$ cat src/rtl/uart_pkg.sv
// Shared definitions for the UART frame receiver: FSM state encoding,
// sync-byte constants and the error codes reported on err_code_o.
package uart_pkg;

    typedef enum logic [2:0] {
        ST_IDLE,
        ST_SYNC2,
        ST_CMD,
        ST_LEN,
        ST_PAYLOAD,
        ST_CSUM,
        ST_HOLD
    } rx_state_e;

    localparam logic [7:0] SYNC_B0 = 8'hAA;
    localparam logic [7:0] SYNC_B1 = 8'h55;

    localparam logic [1:0] ERR_LEN     = 2'd1;
    localparam logic [1:0] ERR_CSUM    = 2'd2;
    localparam logic [1:0] ERR_TIMEOUT = 2'd3;

endpackage

$ cat src/rtl/uart_frame_buf.sv
// Payload buffer: DEPTH x 8 storage, synchronous write, asynchronous read.
// Ports: clk, wr_en_i/wr_addr_i/wr_data_i write side, rd_addr_i/rd_data_o read.
module uart_frame_buf #(
    parameter int DEPTH = 16,
    parameter int AW    = 4
) (
    input  logic          clk,
    input  logic          wr_en_i,
    input  logic [AW-1:0] wr_addr_i,
    input  logic [7:0]    wr_data_i,
    input  logic [AW-1:0] rd_addr_i,
    output logic [7:0]    rd_data_o
);

    logic [7:0] mem [DEPTH];

    always_ff @(posedge clk) begin
        if (wr_en_i) begin
            mem[wr_addr_i] <= wr_data_i;
        end
    end

    // Addresses past DEPTH (non power-of-two depth) read as zero.
    always_comb begin
        rd_data_o = 8'h00;
        if (32'(rd_addr_i) < DEPTH) begin
            rd_data_o = mem[rd_addr_i];
        end
    end

endmodule

$ cat src/rtl/uart_frame_rx.sv
// Frame parser: AA 55 CMD LEN payload CSUM, holds good frames until acked.
// Ports: clk, rst_n, rx_data_i/rx_int_i byte stream in; frame_valid_o,
// cmd_o, len_o, rd_addr_i/rd_data_o held frame; frame_ack_i release;
// err_o/err_code_o error pulse and last code; overrun_o dropped byte.
// Optional inter-byte timeout enabled by defining UART_FRAME_TIMEOUT_EN.
module uart_frame_rx
    import uart_pkg::*;
#(
    parameter int  MAX_LEN        = 16,
    parameter int  TIMEOUT_CYCLES = 500_000,
    localparam int AW = (MAX_LEN > 1) ? $clog2(MAX_LEN) : 1
) (
    input  logic          clk,
    input  logic          rst_n,
    input  logic [7:0]    rx_data_i,
    input  logic          rx_int_i,
    output logic          frame_valid_o,
    input  logic          frame_ack_i,
    output logic [7:0]    cmd_o,
    output logic [7:0]    len_o,
    input  logic [AW-1:0] rd_addr_i,
    output logic [7:0]    rd_data_o,
    output logic          err_o,
    output logic [1:0]    err_code_o,
    output logic          overrun_o
);

    localparam logic [8:0] MAX_LEN_B = 9'(MAX_LEN);

    rx_state_e  state_q, state_d;
    logic [7:0] cmd_q, cmd_d;
    logic [7:0] len_q, len_d;
    logic [7:0] sum_q, sum_d;
    logic [7:0] cnt_q, cnt_d;
    logic       err_q, err_d;
    logic [1:0] code_q, code_d;
    logic       ovr_q, ovr_d;
    logic       wr_en;
    logic       len_ok;
    logic       last_byte;
    logic       timeout_hit;

    assign len_ok    = {1'b0, rx_data_i} <= MAX_LEN_B;
    assign last_byte = cnt_q == (len_q - 8'd1);

`ifdef UART_FRAME_TIMEOUT_EN
    localparam int TW =
        (TIMEOUT_CYCLES > 2) ? $clog2(TIMEOUT_CYCLES) : 1;
    localparam logic [TW-1:0] TO_MAX = TW'(TIMEOUT_CYCLES - 1);

    logic [TW-1:0] to_cnt_q, to_cnt_d;
    logic          to_active;

    // Runs only while a frame is partially received.
    assign to_active = state_q inside
        {ST_SYNC2, ST_CMD, ST_LEN, ST_PAYLOAD, ST_CSUM};
    assign timeout_hit = to_active && !rx_int_i && (to_cnt_q == TO_MAX);

    always_comb begin
        to_cnt_d = '0;
        if (to_active && !rx_int_i && !timeout_hit) begin
            to_cnt_d = to_cnt_q + 1'b1;
        end
    end

    always_ff @(posedge clk or negedge rst_n) begin
        if (!rst_n) begin
            to_cnt_q <= '0;
        end else begin
            to_cnt_q <= to_cnt_d;
        end
    end
`else
    logic unused_timeout_cfg;
    assign unused_timeout_cfg = ^32'(TIMEOUT_CYCLES);
    assign timeout_hit = 1'b0;
`endif

    // State register and datapath flops.
    always_ff @(posedge clk or negedge rst_n) begin
        if (!rst_n) begin
            state_q <= ST_IDLE;
            cmd_q   <= 8'h00;
            len_q   <= 8'h00;
            sum_q   <= 8'h00;
            cnt_q   <= 8'h00;
            err_q   <= 1'b0;
            code_q  <= 2'd0;
            ovr_q   <= 1'b0;
        end else begin
            state_q <= state_d;
            cmd_q   <= cmd_d;
            len_q   <= len_d;
            sum_q   <= sum_d;
            cnt_q   <= cnt_d;
            err_q   <= err_d;
            code_q  <= code_d;
            ovr_q   <= ovr_d;
        end
    end

    // Next-state logic.
    always_comb begin
        state_d = state_q;
        unique case (state_q)
            ST_IDLE: begin
                if (rx_int_i && rx_data_i == SYNC_B0) begin
                    state_d = ST_SYNC2;
                end
            end
            ST_SYNC2: begin
                if (rx_int_i) begin
                    if (rx_data_i == SYNC_B1) begin
                        state_d = ST_CMD;
                    end else if (rx_data_i != SYNC_B0) begin
                        state_d = ST_IDLE;
                    end
                end
            end
            ST_CMD: begin
                if (rx_int_i) state_d = ST_LEN;
            end
            ST_LEN: begin
                if (rx_int_i) begin
                    if (rx_data_i == 8'h00) state_d = ST_CSUM;
                    else if (len_ok)        state_d = ST_PAYLOAD;
                    else                    state_d = ST_IDLE;
                end
            end
            ST_PAYLOAD: begin
                if (rx_int_i && last_byte) state_d = ST_CSUM;
            end
            ST_CSUM: begin
                if (rx_int_i) begin
                    state_d = (rx_data_i == sum_q) ? ST_HOLD : ST_IDLE;
                end
            end
            ST_HOLD: begin
                if (frame_ack_i) state_d = ST_IDLE;
            end
            default: state_d = ST_IDLE;
        endcase
        if (timeout_hit) state_d = ST_IDLE;
    end

    // Datapath and flag updates.
    always_comb begin
        cmd_d  = cmd_q;
        len_d  = len_q;
        sum_d  = sum_q;
        cnt_d  = cnt_q;
        err_d  = 1'b0;
        code_d = code_q;
        ovr_d  = 1'b0;
        wr_en  = 1'b0;
        unique case (state_q)
            ST_CMD: begin
                if (rx_int_i) begin
                    cmd_d = rx_data_i;
                    sum_d = rx_data_i;
                end
            end
            ST_LEN: begin
                if (rx_int_i) begin
                    len_d = rx_data_i;
                    sum_d = sum_q + rx_data_i;
                    cnt_d = 8'h00;
                    if (!len_ok) begin
                        err_d  = 1'b1;
                        code_d = ERR_LEN;
                    end
                end
            end
            ST_PAYLOAD: begin
                if (rx_int_i) begin
                    wr_en = 1'b1;
                    sum_d = sum_q + rx_data_i;
                    cnt_d = cnt_q + 8'd1;
                end
            end
            ST_CSUM: begin
                if (rx_int_i && rx_data_i != sum_q) begin
                    err_d  = 1'b1;
                    code_d = ERR_CSUM;
                end
            end
            ST_HOLD: begin
                if (rx_int_i) ovr_d = 1'b1;
            end
            default: begin
            end
        endcase
        if (timeout_hit) begin
            err_d  = 1'b1;
            code_d = ERR_TIMEOUT;
        end
    end

    assign frame_valid_o = state_q == ST_HOLD;
    assign cmd_o         = cmd_q;
    assign len_o         = len_q;
    assign err_o         = err_q;
    assign err_code_o    = code_q;
    assign overrun_o     = ovr_q;

    uart_frame_buf #(
        .DEPTH (MAX_LEN),
        .AW    (AW)
    ) u_buf (
        .clk       (clk),
        .wr_en_i   (wr_en),
        .wr_addr_i (cnt_q[AW-1:0]),
        .wr_data_i (rx_data_i),
        .rd_addr_i (rd_addr_i),
        .rd_data_o (rd_data_o)
    );

endmodule

$ cat config.mk
export PLATFORM = sky130hd
export DESIGN_NAME = uart_frame_rx
export DESIGN_NICKNAME = d
export VERILOG_FILES = /design/src/rtl/uart_pkg.sv /design/src/rtl/uart_frame_buf.sv /design/src/rtl/uart_frame_rx.sv
export SDC_FILE = /design/constraint.sdc
export NUM_CORES = 1
export LEC_CHECK = 0
export ABC_AREA = 1
export CAP_MARGIN = 10
export CORE_MARGIN = 4
export CORE_UTILIZATION = 62
export DETAILED_ROUTE_END_ITERATION = 10
export GPL_TIMING_DRIVEN = 0
export PLACE_DENSITY = 0.87
export SLEW_MARGIN = 40
export SYNTH_ARGS = -nofsm -noshare
export SYNTH_HDL_FRONTEND = slang
export SYNTH_HIERARCHICAL = 1
export SYNTH_SLANG_ARGS = --single-unit
$ cat constraint.sdc
create_clock -name clk -period 4.48 [get_ports clk]
set_input_delay 0.448 -clock clk [delete_from_list [all_inputs] [get_ports clk]]
set_output_delay 0.448 -clock clk [all_outputs]
set_load 0.02 [all_outputs]
---- Yosys cells after proc, flatten, opt, wreduce, memory -nomap -nowiden ----
Memory sizes are Yosys's and may differ from the RTL's.
Cells that the tools add are included.
word-level totals
  bits in registers ....................... 39
  memory bits (writable) .................. 128
  bits of input ports ..................... 16
  output and inout port bits .............. 29
  word-level logic and storage cells ...... 84
  memories kept ........................... 1
operators by class
  add/sub/neg operators ................... 3
  $lt $le $gt $ge ......................... 1
  equal/unequal tests ..................... 24
  muxes and demuxes ....................... 32
  reductions and logical operators ........ 15
memories
  name       depth  bits a word  rd ports  clocked after Yosys merged registers in  write ports  line                  source
  u_buf.mem  16     8            1         0                                        1            uart_frame_buf.sv:15  logic [7:0] mem [DEPTH];
operators by type and width
  kind                 count
  $mux 3               12
  $mux 8               4
  $pmux 8 s2           2
  $pmux 3 s7           1
  $ne 2x2->1 const B   9
  $eq 8x8->1           2
  $eq 3x3->1 const B   3
  $add 8x1->8 const B  1
  $add 8x8->8          1
  $eq 8x7->1 const B   1
  $eq 8x8->1 const B   1
  $le 8x5->1 const B   1
  $logic_not 8->1      1
  $mux 1               8
  $ne 8x8->1           1
  $ne 8x8->1 const B   1
  $reduce_and 8->1     1
  $sub 8x1->8 const B  1
  $eq 3x2->1 const B   2
  $mux 2               3
  $reduce_and 3->1     2
  $reduce_bool 2->1    3
  $ne 2x1->1 const B   2
  $pmux 2 s2           1
  8 further kinds      11

---- Logic depth before layout (Yosys ltp) ----
  depth in word-level cells ............... 5
  mapped depth ............................ 14
  depth with buffers taken out ............ 14

---- By module ----
Netlist, hierarchy kept.
by module, submodules not included
  module          instances  cells each  area each (um^2)  sequential area each (um^2)
  uart_frame_buf  1          543         5,606.6           3,843.7
  uart_frame_rx   1          327         2,419.8           975.9

---- Worst setup path after synthesis ----
Ideal clock, no wire load.
  path kind ............................... register to register
  start ................................... register state_q[0]
  end ..................................... memory u_buf.mem[12][0], enable pin
  setup time .............................. 0.370 ns
  arrival time ............................ 1.560 ns
  data required time ...................... 4.110 ns
  path slack .............................. 2.549 ns
  cell stages (with the launch flop) ...... 8
  path buffers ............................ 0
  clock period less this slack ............ 1.931 ns
  cells stage by stage .................... dfrtp_1 > inv_2 > nand2_1 > nor2_2 > nand2_1 > inv_1 > nand3_1 > nor2_1
on the way
  word-level cells in the longest chain between the ends .. 4
RTL lines
  element                       line                  source
  start, declared               uart_frame_rx.sv:30   rx_state_e state_q, state_d;
  start signal, assigned        uart_frame_rx.sv:91   state_q <= state_d;
  $eq 3x3->1                    uart_frame_rx.sv:156  unique case (state_q)
  $mux 1                        uart_frame_rx.sv:156
  named net wr_en               uart_frame_rx.sv:38   logic wr_en;
  $mux 1                        uart_frame_buf.sv:18  if (wr_en_i) begin
  $mux 1 (implied by the code)  uart_frame_buf.sv:19  mem[wr_addr_i] <= wr_data_i;
  end, declared                 uart_frame_buf.sv:15
The timed path passes the listed nets, and every way through them passes these cells.

---- Final worst setup path ----
  start ................................... input port rd_addr_i[0]
  end ..................................... output port rd_data_o[3]
on the way
  word-level cells in the longest chain between the ends .. 1
RTL lines
  element          line                 source
  start, declared  uart_frame_rx.sv:21  input logic [AW-1:0] rd_addr_i,
  $mem_v2 16x8     --
  end, declared    uart_frame_rx.sv:22  output logic [7:0] rd_data_o,
No other way between the ends.

==> qor.csv <==
stage,metric,value,unit
routing,drc,0,
setup_path,worst_ep_required_time,4030,ps
layout,drive_gt1_share,9.43,%
clock_network,h-tree-depth,4,
layout,areaGrowthSynthToFinish,15.4,%
routing,wl_per_cell,17.2,um
routing,dr.first_iter.drc_count,805,
setup_path,crit_fanout,10,
die,num_rows,41,
power_and_ir_drop,p_leak,4.16,nW
setup_path,arrival,2530,ps
routing,totalWireLength,19.2,mm
grt,grt_pass1_wl,30.2,mm
timing,setup_viol,0,
clock_network,cts_tree,done,
logic_synthesis,yosysSeqAreaShare,60.0,%
logic_synthesis,synth_top_area_cell,edfxtp_1,
logic_synthesis,ys_ff_latch,167,
routing,num_vias,6240,
setup_path,crit_end,rd_data_o[3],
logic_synthesis,synth-main-ff-cell,edfxtp_1,
setup_path,r2r_cells,7,
timing,hold_violations,0,
clock_network,numCtsBuffers,17,
setup_path,r2r_slack,1860,ps
grt,grt_max_degree,40,
timing,finalCriticalPeriod,2980,ps
routing,dr.pass1.iters,6,
clock_network,postCtsSetupBuffers,0,
logic_synthesis,yosys-top-cells-count,"nand2_1, inv_1, edfxtp_1",
grt,grt_pass1_vias,5887,
setup_path,path_class,input port to output port,
timing,relSlewSlack,44.1,%
layout,nFillCells,904,
routing,vias_per_cell,5.59,
die,core,0.0127,sq mm
clock_network,clk_pin_slew,60,ps
layout,final_area,0.00926,sq mm
grt,antenna_found_initial,0,
timing,fin_crit_sh,66.5,%
timing,skew,7.69,ps
clock_network,clock_path_buffers,2,
logic_synthesis,avgSynthCellArea,9.23,sq um
place,place_area,0.00863,sq mm
layout,regArea,0.00482,sq mm
setup_path,critPathCaptureType,output port,
die,start_util,63.3,%
clock_network,clk_latency,420,ps
grt,grt_usage,27.3,%
place,post-dp-hpwl,12.2,mm
setup_path,startpoint,rd_addr_i[0],
setup_path,reg2reg_to,u_buf/mem[4][3],
timing,holdWs,488,ps
setup_path,cp-start-kind,input port,
place,port_buffers,41,
setup_path,crit_path_cell_trace,clkdlybuf4s50_1 > inv_2 > buf_2 > nand2_1 > nand2_1 > nand2_1 > nand3_1 > nand3_1 > nand2_1 > clkdlybuf4s50_1,
place,place_ws,1260,ps
hold_path,hold_class,register to register,
layout,multi_input_area,0.00248,sq mm
timing,tightest_slew,836,ps
layout,finalNetCount,957,
logic_synthesis,synth_nets,896,
logic_synthesis,synth_area_leaders,"edfxtp_1, dfrtp_1, nand2_1",
power_and_ir_drop,total_power,0.00364,W
logic_synthesis,yosys.area.top_type_share,47.9,%
logic_synthesis,synth.distinct_cells,37,
power_and_ir_drop,power.density,393,mW/mm^2
logic_synthesis,yosysMostFrequentCell,nand2_1,
power_and_ir_drop,peakVddDrop,0.000200,V
clock_network,postCtsHoldBufs,1,
clock_network,clock-root-buffer,clkbuf_16,
layout,diodes,0,
logic_synthesis,synth-edff-count,128,
setup_path,r2r_start,state_q[0],
logic_synthesis,async_flop_share,23.4,%
die,io_pins,45,
die,die_h,122,um
die,die_area,0.0148,sq mm
grt,gr-total-overflow,0,
setup_path,slowest_delay,610,ps
setup_path,crit_path_frequent_cell,nand2_1,
timing,setup_tns,0,ps
hold_path,min_from,sum_q[6],
clock_network,clock-sinks,167,
place,gp_congestion,0.927,
timing,rsz0062_at_grt,false,
setup_path,cp_slowest_cell,clkdlybuf4s50_1,
job,maxCapViolCount,0,
clock_network,ctsResizeCount,0,
timing,fmax,0.336,GHz
timing,slew_viol_final,0,
run_status,status,"complete, no violations",
logic_synthesis,yosys_warnings,6,
logic_synthesis,netlist_area,0.00803,sq mm
routing,antenna_left,0,
die,die_w,122,um
logic_synthesis,syn_inst,870,
timing,fin_ws,1500,ps
[cells by family after synthesis]
logic type / Yosys count / synth area share, %
buffers and inverters: 175 / 9.26
XOR/XNOR: 10 / 1.09
adder cells (fa/ha/maj): 10 / 1.65
AND/OR/NAND/NOR: 453 / 24.3
AO/OA/AOI/OAI: 55 / 3.68
flip-flops: 167 / 60.0
[registers in the layout (all words and copies together), names as in the netlist]
name        count
u_buf/mem     128
cmd_o           8
cnt_q           8
len_o           8
sum_q           8
state_q         3
err_code_o      2
err_o           1
overrun_o       1
[cell usage in the layout (no fill, tap or decap), drive strengths merged, types with 2 or more instances in the layout]
master / count
edfxtp: 128
nand4: 3
clkdlybuf4s50: 32
nor4: 3
bufinv: 4
dfrtp: 39
or2: 3
clkbuf: 28
o22ai: 3
nand3: 120
buf: 36
o21ai: 30
xnor2: 7
a21oi: 15
a31oi: 2
ha: 9
inv: 148
nor3: 6
nand3b: 2
nand2: 264
xor2: 3
nor2: 51
[routing by layer]
layer  part of all wire (%)  track usage [%]  vias up  wire (um)
met5                      0                0        -          0
met3                    8.9             5.39       54       1720
met1                     40             35.3     2908       7630
met4                    3.6             13.0        0        699
li1                       -                -     2937          -
met2                     48             44.6      341       9200
[metrics by stage]
| stage | cells | util (%) |
|---|---|---|
| floorplan | 870 | - |
| global placement | 1083 | 68.3 |
| detailed placement | 1083 | 68.1 |
| CTS | 1116 | 73.2 |
| global route | 1116 | 73.1 |
| finish | 1116 | 73.1 |
[final cells by class]
| class | instances | share of cell area [%] |
|---|---|---|
| clock buffer | 28 | 5.47 |
| timing repair buffer | 42 | 4.08 |
| inverter | 148 | 6.00 |
| multi-input combinational | 528 | 26.7 |
| clock inverter | 4 | 1.30 |
| tap | 172 | 2.32 |
| buffer | 27 | 2.03 |
| sequential | 167 | 52.1 |
[critical path: cells and delay by family]
kind | cells | cell delay, ps
buffers and inverters | 4 | 1490
AND/OR/NAND/NOR | 6 | 580
[how the worst min path moves through the flow]
stage          cells after the start              end  slack [ps]
2_1_floorplan                      0         cmd_o[0]         150
3_3_place_gp                       2         cmd_o[5]         470
3_5_place_dp                       1         sum_q[5]         450
4_1_cts                            2         cmd_o[5]         480
5_1_grt                            1  u_buf/mem[6][4]         500
6_report                           2         sum_q[6]         490
[report_power, final]
part / total (W) / internal (W) / switching, W
Combinational: 0.000368 / 0.000128 / 0.000240
Sequential: 0.00173 / 0.00169 / 0.0000335
Clock: 0.00154 / 0.000994 / 0.000549
Power figures use the tool's default switching activity.
